File: config.mk
export PLATFORM = sky130hd
export DESIGN_NAME = lv1_delay_ctrl
export DESIGN_NICKNAME = d
export VERILOG_FILES = /design/src/rtl/lv1_delay_ctrl.sv
export SDC_FILE = /design/constraint.sdc
export NUM_CORES = 1
export LEC_CHECK = 0
export ABC_AREA = 0
export BUFFER_PORTS_ARGS = -buffer_cell sky130_fd_sc_hd__buf_4
export CORE_ASPECT_RATIO = 1.1
export CORE_UTILIZATION = 35
export CTS_CLUSTER_SIZE = 20
export DETAILED_ROUTE_END_ITERATION = 7
export GPL_ROUTABILITY_DRIVEN = 0
export PLACE_DENSITY_LB_ADDON = 0.2
export SYNTH_ARGS = -nofsm -noshare
export SYNTH_HDL_FRONTEND = slang
export SYNTH_SLANG_ARGS = --single-unit
File: constraint.sdc
create_clock -name clk -period 1.9 [get_ports clk]
set_clock_uncertainty 0.15 [all_clocks]
set_input_delay 0.285 -clock clk [delete_from_list [all_inputs] [get_ports clk]]
set_output_delay 0.285 -clock clk [all_outputs]
set_load 0.02 [all_outputs]
File: src/rtl/lv1_delay_ctrl.sv
// lv1_delay_ctrl: spill sequencer for the L1-delay measurement block.
// It opens the live window, generates the ena_delta time base, and forwards
// gated L1 triggers. After each spill it reports the measured delay, a
// timeout flag and the L1 count over a valid/ready handshake.
module lv1_delay_ctrl #(
    parameter int DELTA_DIV = 4,
    parameter int CNT_W     = 10,
    parameter int TIMEOUT   = 1022,
    parameter int DEAD_MIN  = 2
) (
    input  logic             clk,
    input  logic             rst_n,
    input  logic             spill_on,
    input  logic             lv1_in,
    input  logic [CNT_W-1:0] meas_delay,
    output logic             live,
    output logic             ena_delta,
    output logic             lv1,
    output logic             rpt_valid,
    output logic [CNT_W-1:0] rpt_delay,
    output logic             rpt_timeout,
    output logic [15:0]      rpt_lv1_cnt,
    input  logic             rpt_ready
);

    localparam int PRE_W  = (DELTA_DIV > 1) ? $clog2(DELTA_DIV) : 1;
    localparam int DEAD_W = (DEAD_MIN > 1) ? $clog2(DEAD_MIN) : 1;
    localparam logic [PRE_W-1:0]  PRE_LAST      = PRE_W'(DELTA_DIV - 1);
    localparam logic [DEAD_W-1:0] DEAD_LAST     = DEAD_W'(DEAD_MIN - 1);
    localparam logic [CNT_W-1:0]  TICK_MAX      = '1;
    localparam logic [CNT_W-1:0]  TIMEOUT_TICKS = CNT_W'(TIMEOUT);

    typedef enum logic [2:0] {
        S_DEAD,
        S_IDLE,
        S_LIVE,
        S_SETTLE,
        S_REPORT
    } state_t;

    state_t            state, state_nxt;
    logic [DEAD_W-1:0] dead_cnt, dead_cnt_nxt;
    logic              settle_cnt, settle_cnt_nxt;
    logic [PRE_W-1:0]  presc, presc_nxt;
    logic [CNT_W-1:0]  tick_cnt, tick_cnt_nxt;
    logic [15:0]       l1_cnt, l1_cnt_nxt;
    logic              first_l1, first_l1_nxt;
    logic              timeout_flag, timeout_flag_nxt;
    logic              live_nxt, ena_delta_nxt, lv1_nxt, rpt_valid_nxt;
    logic [CNT_W-1:0]  rpt_delay_nxt;
    logic              rpt_timeout_nxt;
    logic [15:0]       rpt_lv1_cnt_nxt;

    // A tick only counts when the spill continues, so no ena_delta leaks
    // into SETTLE; an L1 is forwarded only when sampled in LIVE.
    logic             tick;
    logic             l1_fwd;
    logic [CNT_W-1:0] tick_inc;

    assign l1_fwd   = (state == S_LIVE) && lv1_in;
    assign tick     = (state == S_LIVE) && spill_on && (presc == PRE_LAST);
    assign tick_inc = (tick_cnt == TICK_MAX) ? tick_cnt : tick_cnt + 1'b1;

    // Registers every state bit and every output; reset clears all of them.
    always_ff @(posedge clk or negedge rst_n) begin
        if (!rst_n) begin
            state        <= S_DEAD;
            dead_cnt     <= '0;
            settle_cnt   <= 1'b0;
            presc        <= '0;
            tick_cnt     <= '0;
            l1_cnt       <= '0;
            first_l1     <= 1'b0;
            timeout_flag <= 1'b0;
            live         <= 1'b0;
            ena_delta    <= 1'b0;
            lv1          <= 1'b0;
            rpt_valid    <= 1'b0;
            rpt_delay    <= '0;
            rpt_timeout  <= 1'b0;
            rpt_lv1_cnt  <= '0;
        end else begin
            state        <= state_nxt;
            dead_cnt     <= dead_cnt_nxt;
            settle_cnt   <= settle_cnt_nxt;
            presc        <= presc_nxt;
            tick_cnt     <= tick_cnt_nxt;
            l1_cnt       <= l1_cnt_nxt;
            first_l1     <= first_l1_nxt;
            timeout_flag <= timeout_flag_nxt;
            live         <= live_nxt;
            ena_delta    <= ena_delta_nxt;
            lv1          <= lv1_nxt;
            rpt_valid    <= rpt_valid_nxt;
            rpt_delay    <= rpt_delay_nxt;
            rpt_timeout  <= rpt_timeout_nxt;
            rpt_lv1_cnt  <= rpt_lv1_cnt_nxt;
        end
    end

    // Next-state and next-output logic; outputs follow the state being entered.
    always_comb begin
        state_nxt        = state;
        dead_cnt_nxt     = dead_cnt;
        settle_cnt_nxt   = settle_cnt;
        presc_nxt        = presc;
        tick_cnt_nxt     = tick_cnt;
        l1_cnt_nxt       = l1_cnt;
        first_l1_nxt     = first_l1;
        timeout_flag_nxt = timeout_flag;
        rpt_delay_nxt    = rpt_delay;
        rpt_timeout_nxt  = rpt_timeout;
        rpt_lv1_cnt_nxt  = rpt_lv1_cnt;

        case (state)
            S_DEAD: begin
                if (dead_cnt == DEAD_LAST) begin
                    state_nxt    = S_IDLE;
                    dead_cnt_nxt = '0;
                end else begin
                    dead_cnt_nxt = dead_cnt + 1'b1;
                end
            end
            S_IDLE: begin
                if (spill_on) begin
                    state_nxt        = S_LIVE;
                    presc_nxt        = '0;
                    tick_cnt_nxt     = '0;
                    l1_cnt_nxt       = '0;
                    first_l1_nxt     = 1'b0;
                    timeout_flag_nxt = 1'b0;
                end
            end
            S_LIVE: begin
                presc_nxt = (presc == PRE_LAST) ? '0 : presc + 1'b1;
                if (tick && !first_l1) begin
                    tick_cnt_nxt = tick_inc;
                end
                if (l1_fwd) begin
                    first_l1_nxt = 1'b1;
                    if (l1_cnt != 16'hFFFF) begin
                        l1_cnt_nxt = l1_cnt + 16'd1;
                    end
                end
                // An L1 on the same edge as the deciding tick suppresses the flag.
                if (tick && !first_l1 && !l1_fwd && !timeout_flag &&
                    (tick_inc >= TIMEOUT_TICKS)) begin
                    timeout_flag_nxt = 1'b1;
                end
                if (!spill_on) begin
                    state_nxt      = S_SETTLE;
                    settle_cnt_nxt = 1'b0;
                end
            end
            S_SETTLE: begin
                if (settle_cnt) begin
                    state_nxt       = S_REPORT;
                    rpt_delay_nxt   = meas_delay;
                    rpt_timeout_nxt = timeout_flag;
                    rpt_lv1_cnt_nxt = l1_cnt;
                end else begin
                    settle_cnt_nxt = 1'b1;
                end
            end
            S_REPORT: begin
                if (rpt_valid && rpt_ready) begin
                    state_nxt    = S_DEAD;
                    dead_cnt_nxt = '0;
                end
            end
            default: begin
                state_nxt = S_DEAD;
            end
        endcase

        live_nxt      = (state_nxt == S_LIVE);
        ena_delta_nxt = tick;
        lv1_nxt       = l1_fwd;
        rpt_valid_nxt = (state_nxt == S_REPORT);
    end

endmodule

==> flow_summary_export.csv, run 1 <==
group,metric,value,unit
grt,grt_usage,16.7,%
yosys,ys_seq_area_share,53.2,%
finish,layout.cells.non_filler,503,
finish,area_growth,39.4,%
finish,finish.net_count,405,
timing,setup_viol,6,
pwr,clkPwrFrac,26.5,%
worst_setup_path,cp-end-kind,"register",
yosys,muxShareOfSynthArea,9.71,%
timing,finalCritPeriodShare,102,%
yosys,synth_area_per_cell,10.6,um^2
placed_design,dp.cells,475,
placed_design,place_area,3860,um^2
yosys,synth_edf_count,0,
drt,wl_per_cell,14.6,um
drt,drc,0,
floorplanning,core-area,8500,um^2
drt,drt_iter0_drc,90,
timing,fin_crit,1.94,ns
floorplanning,start_util,36.5,%
placed_design,port_buffers,45,
yosys,synth_top_family_by_area,"simple AND/OR/NAND/NOR gates",
timing,hold_viol,0,
pwr,power.total,4.88,mW
worst_setup_path,worst-path-buf-inv,0,
worst_setup_path,cp_slowest_cell,"dfrtp_1",
placed_design,post-place-ws,-0.0273,ns
yosys,synthCells,293,
finish,final_area,4330,um^2
grt,grt_max_degree,38,
drt,postRouteAntennaNets,0,
status,status,"finished with violations",
yosys,async_reset_ff_share,100,%
worst_setup_path,start_kind,"register",
finish,drive_above_1_share,44.4,%
placed_design,hpwl,5080,um
worst_setup_path,max_stage_delay,0.42,ns
drt,num_vias,2584,
yosys,synth-compound-area-share,13.2,%
worst_setup_path,required,2.00,ns
worst_setup_path,critPathArrivalTime,2.04,ns
yosys,synth_ff_type,"dfrtp_1",
grt,grt_pass1_wl,12000,um
yosys,synth_top_area_share,53.2,%
floorplanning,chipWidth,91.8,um
yosys,synth_fp_nets,311,
clock_tree,insertion_delay,0.34,ns
yosys,synth_seq_cells,66,
pwr,intPower,3.28,mW
timing,hold_ws,0.0244,ns
timing,drv_slew,0,
floorplanning,die-area,9250,um^2
clock_tree,cts_tree,"built",
clock_tree,cts_sinks,66,
pwr,vdd_ir_drop_max,523,uV
floorplanning,ios,46,
drt,viasPerCell,5.14,
yosys,synth_simple_gate_area_share,18.1,%
pwr,p_leak,1.98,nW
worst_hold_path,hold_class,"input port to register",
run,cap_violations,0,
grt,antenna_found_initial,0,
worst_setup_path,path_cells,"or3b_4 > or3_4 > a311o_1 > o31ai_2",
finish,n_antenna_cell,0,
yosys,ys_types,47,
yosys,yosysMostFrequentCell,"dfrtp_1",
worst_setup_path,crit_fanout,5,
clock_tree,cts_made_buffers,9,
pwr,power_frac_comb,35.6,%
timing,worstMarginPinSlew,0.472,ns
clock_tree,cts_max_level,3,
timing,rsz0062_at_grt,"true",
timing,tns,-0.0941,ns
status,violations,"setup timing",
pwr,p_switching,1.60,mW
worst_setup_path,crit_family,"simple AND/OR/NAND/NOR gates",
yosys,synth-xor-area-share,1.41,%
pwr,p_per_area,1130,nW/um^2
clock_tree,cts-root-buf,"clkbuf_8",
floorplanning,die_h,101,um
grt,grt_overflow,0,
grt,grt_pass1_vias,2573,
pwr,p_seq_share,37.9,%
timing,setup_slack,-0.0350,ns
clock_tree,clkSlewWorstSetupHoldPaths,0.07,ns
yosys,ys_warn_count,0,
yosys,synth_fa_ha_area_share,1.21,%
pwr,power.share.switching,32.8,%
drt,wl,7330,um
clock_tree,clock_path_buffers,2,
yosys,synth_top_area_cell,"dfrtp_1",
drt,drtPass1Iterations,5,
timing,relSlewSlack,68.5,%
floorplanning,row_count,35,
worst_setup_path,crit_type,"register to register",
yosys,synth_area,3100,um^2
yosys,synthTopCellsByCount,"66 x dfrtp_1, 29 x nand2_1, 25 x mux2_2, 18 x o21ai_0, 15 x nor2_1",
timing,fmax,0.517,GHz
yosys,yosys-top-cells-area,"dfrtp_1 53%, mux2_2 9.1%, nand2_1 3.5%",
finish,fin_util,50.9,%
-- cell families after synthesis --
| logic type | Yosys count |
|---|---|
| and+or+nand+nor | 104 |
| DFF | 66 |
| AOI/OAI and AO/OA | 64 |
| muxes | 27 |
| buffers and inverters | 24 |
| xor gates and xnor gates | 5 |
| adders and majority gates | 3 |
-- repair_timing --
action,4_1_cts,5_1_grt
gates resized for setup,2,48
buffers inserted,1,8
hold buffers,1,0
pin swaps,1,21
hold endpoints to repair,35,0
setup endpoints to repair,16,26
cloned,0,2
-- layout make-up --
class / instances / area (um^2)
Sequential cell: 66 / 1650
Fill cell: 761 / 4170
Multi-Input combinational cell: 203 / 1490
Tap cell: 111 / 139
Timing Repair Buffer: 99 / 801
Clock buffer: 9 / 124
Inverter: 8 / 30.0
Clock inverter: 7 / 93.8
-- registers in the layout (all words and copies together), names as in the netlist --
name and cells:
timeout_flag 1, l1_cnt 16, rpt_delay 10, live 1, rpt_lv1_cnt 16, rpt_timeout 1
presc 2, rpt_valid 1, dead_cnt 1, ena_delta 1, state 3, lv1 1
tick_cnt 10, first_l1 1, settle_cnt 1
-- placed cells by master, fill, tap and decap left out, drive strengths merged, types with 2 or more instances in the layout --
cell	n
and3	3
mux2	25
or2	2
or3	9
clkinv	3
a31oi	2
xnor2	5
o31ai	6
a22o	3
ha	3
clkbuf	9
o211ai	4
dfrtp	66
clkinvlp	2
or4	4
nor2b	2
nand2	29
a211oi	7
buf	98
nor4	2
bufinv	2
nand4	7
nand3b	3
o21ai	20
and4	4
mux2i	2
nand3	12
a21oi	14
nor2	16
inv	8
nor3	6
-- power by group through the flow --
stage	clock (mW)	sequential (mW)	combinational (mW)
2_1_floorplan	0	2.06	0.700
3_3_place_gp	0	1.86	1.56
3_5_place_dp	0	1.87	1.57
4_1_cts	1.33	1.85	1.59
5_1_grt	1.39	1.89	1.91
6_report	1.30	1.85	1.74
-- path summary, 6_finish.rpt --
kind,startpoint,to,slack [ns],cells after the start
min reg2reg,dead_cnt,dead_cnt,0.31,1
max reg2reg,state[0],timeout_flag,-0.04,4
max in group asynchronous,rst_n,tick_cnt[5],0.80,3
min,meas_delay[5],rpt_delay[5],0.02,2
max,state[0],timeout_flag,-0.04,4
min in group asynchronous,rst_n,rpt_lv1_cnt[10],0.29,2
-- worst register-to-register path, cell delays in order (launching register included) --
cell and delay [ns]:
dfrtp_1 0.42, or3b_4 0.41, or3_4 0.40, a311o_1 0.30, o31ai_2 0.17
-- routing by layer --
metal,GRT usage [%],part of all wire (%)
met5,0,0
met4,8.53,1.4
met3,2.79,3.1
met2,28.3,49
met1,20.7,46
(Power assumes the default switching activity.)
==> run 2: changes to the inputs <==
Settings changed: CELL_PAD_IN_SITES_DETAIL_PLACEMENT set to 1, CELL_PAD_IN_SITES_GLOBAL_PLACEMENT set to 2, CORE_UTILIZATION 35 to 33.
==> run 2 against run 1 <==
Compared with the run above: power shrank 5.8%; hold slack lost 0.0073 ns; sequential cell count is the same; setup slack lost 0.050 ns; count of clock-buffer cells in the layout grew 1; core utilization shrank 2.4 points; die area grew 5.9%; critical endpoint is now l1_cnt[8]; the run still ends with setup timing left; global-route usage grew 1.2 points; non-clock buffer count grew 12; cell area grew 1.0%.
==> flow_summary_export.csv, run 2 (synthesis gave the netlist of run 1 again) <==
group,metric,value,unit
status,status,"finished with violations",
status,violations,"setup timing",
worst_setup_path,cp-end-kind,"register",
finish,area_growth,40.8,%
worst_hold_path,hold_class,"input port to register",
drt,postRouteAntennaNets,0,
grt,grt_pass1_vias,2732,
timing,rsz0062_at_grt,"true",
floorplanning,core-area,9010,um^2
worst_setup_path,critPathArrivalTime,2.12,ns
clock_tree,cts_max_level,3,
timing,fin_crit,1.98,ns
placed_design,dp.cells,491,
clock_tree,cts_tree,"built",
worst_setup_path,max_stage_delay,0.49,ns
grt,antenna_found_initial,0,
drt,wl,8270,um
drt,viasPerCell,5.10,
timing,drv_slew,0,
grt,grt_max_degree,35,
worst_setup_path,cp_slowest_cell,"or4_4",
timing,setup_slack,-0.0848,ns
grt,grt_pass1_wl,13600,um
worst_setup_path,start_kind,"register",
finish,drive_above_1_share,44.8,%
timing,hold_viol,0,
pwr,power.total,4.60,mW
finish,final_common_cell,"buf_4",
floorplanning,ios,46,
drt,drc,0,
placed_design,port_buffers,45,
grt,grt_usage,17.9,%
timing,relSlewSlack,67.8,%
floorplanning,start_util,34.5,%
worst_setup_path,path_cells,"buf_6 > nand3b_1 > a211oi_2 > o21ai_2 > buf_6 > or4_4 > nand2_2",
clock_tree,clock_path_buffers,2,
clock_tree,clkSlewWorstSetupHoldPaths,0.08,ns
clock_tree,insertion_delay,0.34,ns
finish,reg.largest.list,"l1_cnt x16, rpt_lv1_cnt x16",
floorplanning,row_count,36,
floorplanning,die_h,104,um
timing,fmax,0.504,GHz
worst_setup_path,required,2.03,ns
clock_tree,cts-root-buf,"clkbuf_8",
placed_design,post-place-ws,-0.100,ns
worst_setup_path,crit_type,"register to register",
worst_setup_path,cp_common_cell,"buf_6",
drt,drtPass1Iterations,3,
clock_tree,cts_made_buffers,9,
run,cap_violations,0,
finish,finish.net_count,417,
timing,hold_ws,0.0171,ns
timing,finalCritPeriodShare,104,%
clock_tree,cts_sinks,66,
worst_setup_path,crit_family,"simple AND/OR/NAND/NOR gates",
finish,mostFrequentLayoutCells,"98 x buf_4, 66 x dfrtp_1, 27 x nand2_1",
drt,drt_iter0_drc,64,
drt,num_vias,2642,
placed_design,hpwl,5810,um
drt,wl_per_cell,16.0,um
pwr,p_per_area,1050,nW/um^2
pwr,vdd_ir_drop_max,537,uV
worst_setup_path,worst-path-buf-inv,2,
finish,fin_util,48.5,%
floorplanning,die-area,9800,um^2
floorplanning,chipWidth,94.5,um
timing,worstMarginPinSlew,0.484,ns
timing,setup_viol,12,
finish,n_antenna_cell,0,
grt,grt_overflow,0,
pwr,p_leak,2.01,nW
worst_setup_path,crit_fanout,7,
finish,layout.cells.non_filler,518,
==> run 2: report_power, final <==
| part | internal, mW | switching (mW) |
|---|---|---|
| logic | 0.820 | 0.888 |
| clock network | 0.476 | 0.571 |
| registers | 1.68 | 0.162 |
| total | 2.98 | 1.62 |
==> run 2: path summary, 6_finish.rpt <==
path                                    start  cells past startpoint  slack [ns]        endpoint
worst max-delay path                 state[0]                      7       -0.08       l1_cnt[8]
worst min-delay path            meas_delay[5]                      2        0.02    rpt_delay[5]
worst max register to register       state[0]                      7       -0.08       l1_cnt[8]
worst min register to register       dead_cnt                      1        0.32        dead_cnt
max in group asynchronous               rst_n                      3        0.75        state[1]
min in group asynchronous               rst_n                      2        0.29  rpt_lv1_cnt[9]
==> run 2: final cells by class <==
cell class | count | area, um^2
Fill cell | 1003 | 4640
Sequential cell | 66 | 1650
Multi-Input combinational cell | 203 | 1490
Timing Repair Buffer | 111 | 890
Tap cell | 114 | 143
Clock buffer | 10 | 128
Clock inverter | 6 | 42.5
Inverter | 8 | 30.0
==> run 2: what timing repair did <==
item,4_1_cts,5_1_grt
hold buffers,3,0
gates resized for setup,6,33
hold endpoints to repair,35,0
setup buffers,3,4
pin swaps,4,17
cloned,0,1
setup endpoints to repair,18,39
==> run 2: stage by stage <==
step	setup TNS [ns]	cell area [um^2]
floorplan	-0.0472	3110
global placement	-0.0840	3960
detailed placement	-0.574	3960
CTS	-0.305	4210
global route	-1.78	4370
finish	-0.429	4370
==> run 2: per-layer routing <==
layer  vias to the layer above  track usage (%)  share of wire [%]
met5                         -                0                  0
met4                         0             4.87                1.0
met2                        33             29.8                 51
met3                         9             4.11                2.7
li1                       1280                -                  -
met1                      1320             23.2                 45
==> run 3: changes to the inputs <==
Settings changed: RECOVER_POWER set to 50.
==> run 3 against run 2 <==
Compared with the run above: wire length decreased by 0.22%; first-iteration DRC count down 1.6%; global-route usage unchanged; largest cell class unchanged; critical path type unchanged; clock power hardly changed; power fell by 0.34%; critical path depth is the same; the flow still finishes with violations (setup timing).
==> flow_summary_export.csv, run 3 (synthesis gave the netlist of run 1 again) <==
group,metric,value,unit
worst_setup_path,start_kind,"register",
finish,reg.largest.list,"l1_cnt x16, rpt_lv1_cnt x16",
drt,wl_per_cell,15.9,um
pwr,p_leak,1.99,nW
worst_setup_path,r2r_setup_slack,-0.08,ns
clock_tree,insertion_delay,0.34,ns
clock_tree,cts_made_buffers,9,
worst_setup_path,crit_type,"register to register",
grt,grt_overflow,0,
finish,drive_above_1_share,43.8,%
clock_tree,clkSlewWorstSetupHoldPaths,0.08,ns
finish,finish.net_count,417,
placed_design,post-place-ws,-0.100,ns
worst_setup_path,crit_family,"simple AND/OR/NAND/NOR gates",
finish,fin_util,48.2,%
drt,postRouteAntennaNets,0,
run,cap_violations,0,
timing,fmax,0.504,GHz
finish,layout.cells.non_filler,518,
worst_setup_path,path_depth,7,
worst_setup_path,critPathArrivalTime,2.12,ns
drt,viasPerCell,5.09,
floorplanning,chipWidth,94.5,um
grt,grt_pass1_wl,13600,um
floorplanning,ios,46,
drt,wl,8250,um
timing,tns,-0.424,ns
timing,setup_viol,11,
finish,area_growth,39.9,%
placed_design,place_area,3960,um^2
clock_tree,cts_sinks,66,
grt,antenna_found_initial,0,
grt,grt_max_degree,35,
clock_tree,cts_max_level,3,
placed_design,port_buffers,45,
worst_hold_path,hold_class,"input port to register",
pwr,power.total,4.58,mW
worst_setup_path,worst-path-buf-inv,2,
floorplanning,die-area,9800,um^2
timing,hold_viol,0,
placed_design,hpwl,5810,um
timing,fin_crit,1.98,ns
worst_setup_path,cp_slowest_cell,"or4_4",
clock_tree,clock_path_buffers,2,
finish,nFillCells,1005,
worst_setup_path,path_cells,"buf_6 > nand3b_1 > a211oi_2 > o21ai_2 > buf_6 > or4_4 > nand2_2",
finish,n_antenna_cell,0,
clock_tree,cts_tree,"built",
floorplanning,row_count,36,
pwr,vdd_ir_drop_max,515,uV
timing,worstMarginPinSlew,0.903,ns
drt,drc,0,
drt,drt_iter0_drc,63,
timing,relSlewSlack,39.8,%
worst_hold_path,hold_depth,2,
timing,rsz0062_at_grt,"true",
timing,finalCritPeriodShare,104,%
worst_setup_path,cp_common_cell,"buf_6",
status,status,"finished with violations",
clock_tree,cts-root-buf,"clkbuf_8",
floorplanning,die_h,104,um
timing,drv_slew,0,
worst_setup_path,max_stage_delay,0.48,ns
finish,final_common_cell,"buf_4",
timing,setup_slack,-0.0839,ns
finish,mostFrequentLayoutCells,"94 x buf_4, 66 x dfrtp_1, 27 x nand2_1",
floorplanning,start_util,34.5,%
finish,final_area,4340,um^2
worst_setup_path,ff2ff_path_depth,7,
drt,drtPass1Iterations,4,
placed_design,dp.cells,491,
grt,grt_pass1_vias,2732,
drt,num_vias,2639,
worst_setup_path,crit_fanout,7,
grt,grt_usage,17.9,%
worst_setup_path,cp-end-kind,"register",
timing,hold_ws,0.0178,ns
pwr,p_per_area,1060,nW/um^2
worst_setup_path,required,2.03,ns
status,violations,"setup timing",
floorplanning,core-area,9010,um^2
run 3: cell types whose count changed in the layout (fill, tap and decap cells not counted):
cell | previous run | this run
clkbuf_2 | 0 | 1
buf_4 | 98 | 94
buf_12 | 2 | 1
clkbuf_1 | 1 | 5
run 3: path summary, 6_finish.rpt:
kind / to / from
worst max register to register: l1_cnt[6] / state[0]
worst min-delay path: rpt_delay[5] / meas_delay[5]
worst min register to register: dead_cnt / dead_cnt
min in group asynchronous: rpt_lv1_cnt[9] / rst_n
max in group asynchronous: state[1] / rst_n
worst max-delay path: l1_cnt[6] / state[0]
run 3: cell type report:
class                           instances  area (um^2)  area share, %
Tap cell                              114          143           3.29
Multi-Input combinational cell        203         1490           34.3
Sequential cell                        66         1650           38.0
Inverter                                8         30.0          0.692
Clock inverter                          6         42.5          0.980
Timing Repair Buffer                  111          860           19.8
Clock buffer                           10          128           2.94
run 3: power breakdown:
part           total (mW)  leakage (nW)  switching, mW  internal [mW]
clock network        1.05        0.0827          0.572          0.476
logic                1.69          1.03          0.886          0.806
registers            1.84         0.882          0.161           1.68
total                4.58          1.99           1.62           2.96
run 3: worst reg2reg max path: stages (launching register included):
cell	delay (ns)
dfrtp_1	0.39
buf_6	0.13
nand3b_1	0.16
a211oi_2	0.31
o21ai_2	0.11
buf_6	0.14
or4_4	0.48
nand2_2	0.07
run 3: layer usage:
metal / up-vias / share of wire, % / GRT usage [%]
met2: 34 / 52 / 29.8
met1: 1316 / 45 / 23.2
met5: - / 0 / 0
li1: 1284 / - / -
met3: 5 / 2.6 / 4.11
met4: 0 / 0.67 / 4.87
run 3: what timing repair did:
item                                    in CTS  in global routing
cloned                                       0                  1
pin swaps                                    4                 17
endpoints found under the setup margin      18                 39
setup buffers                                3                  4
hold endpoints to repair                    35                  0
resized for setup                            6                 33
hold buffers                                 3                  0
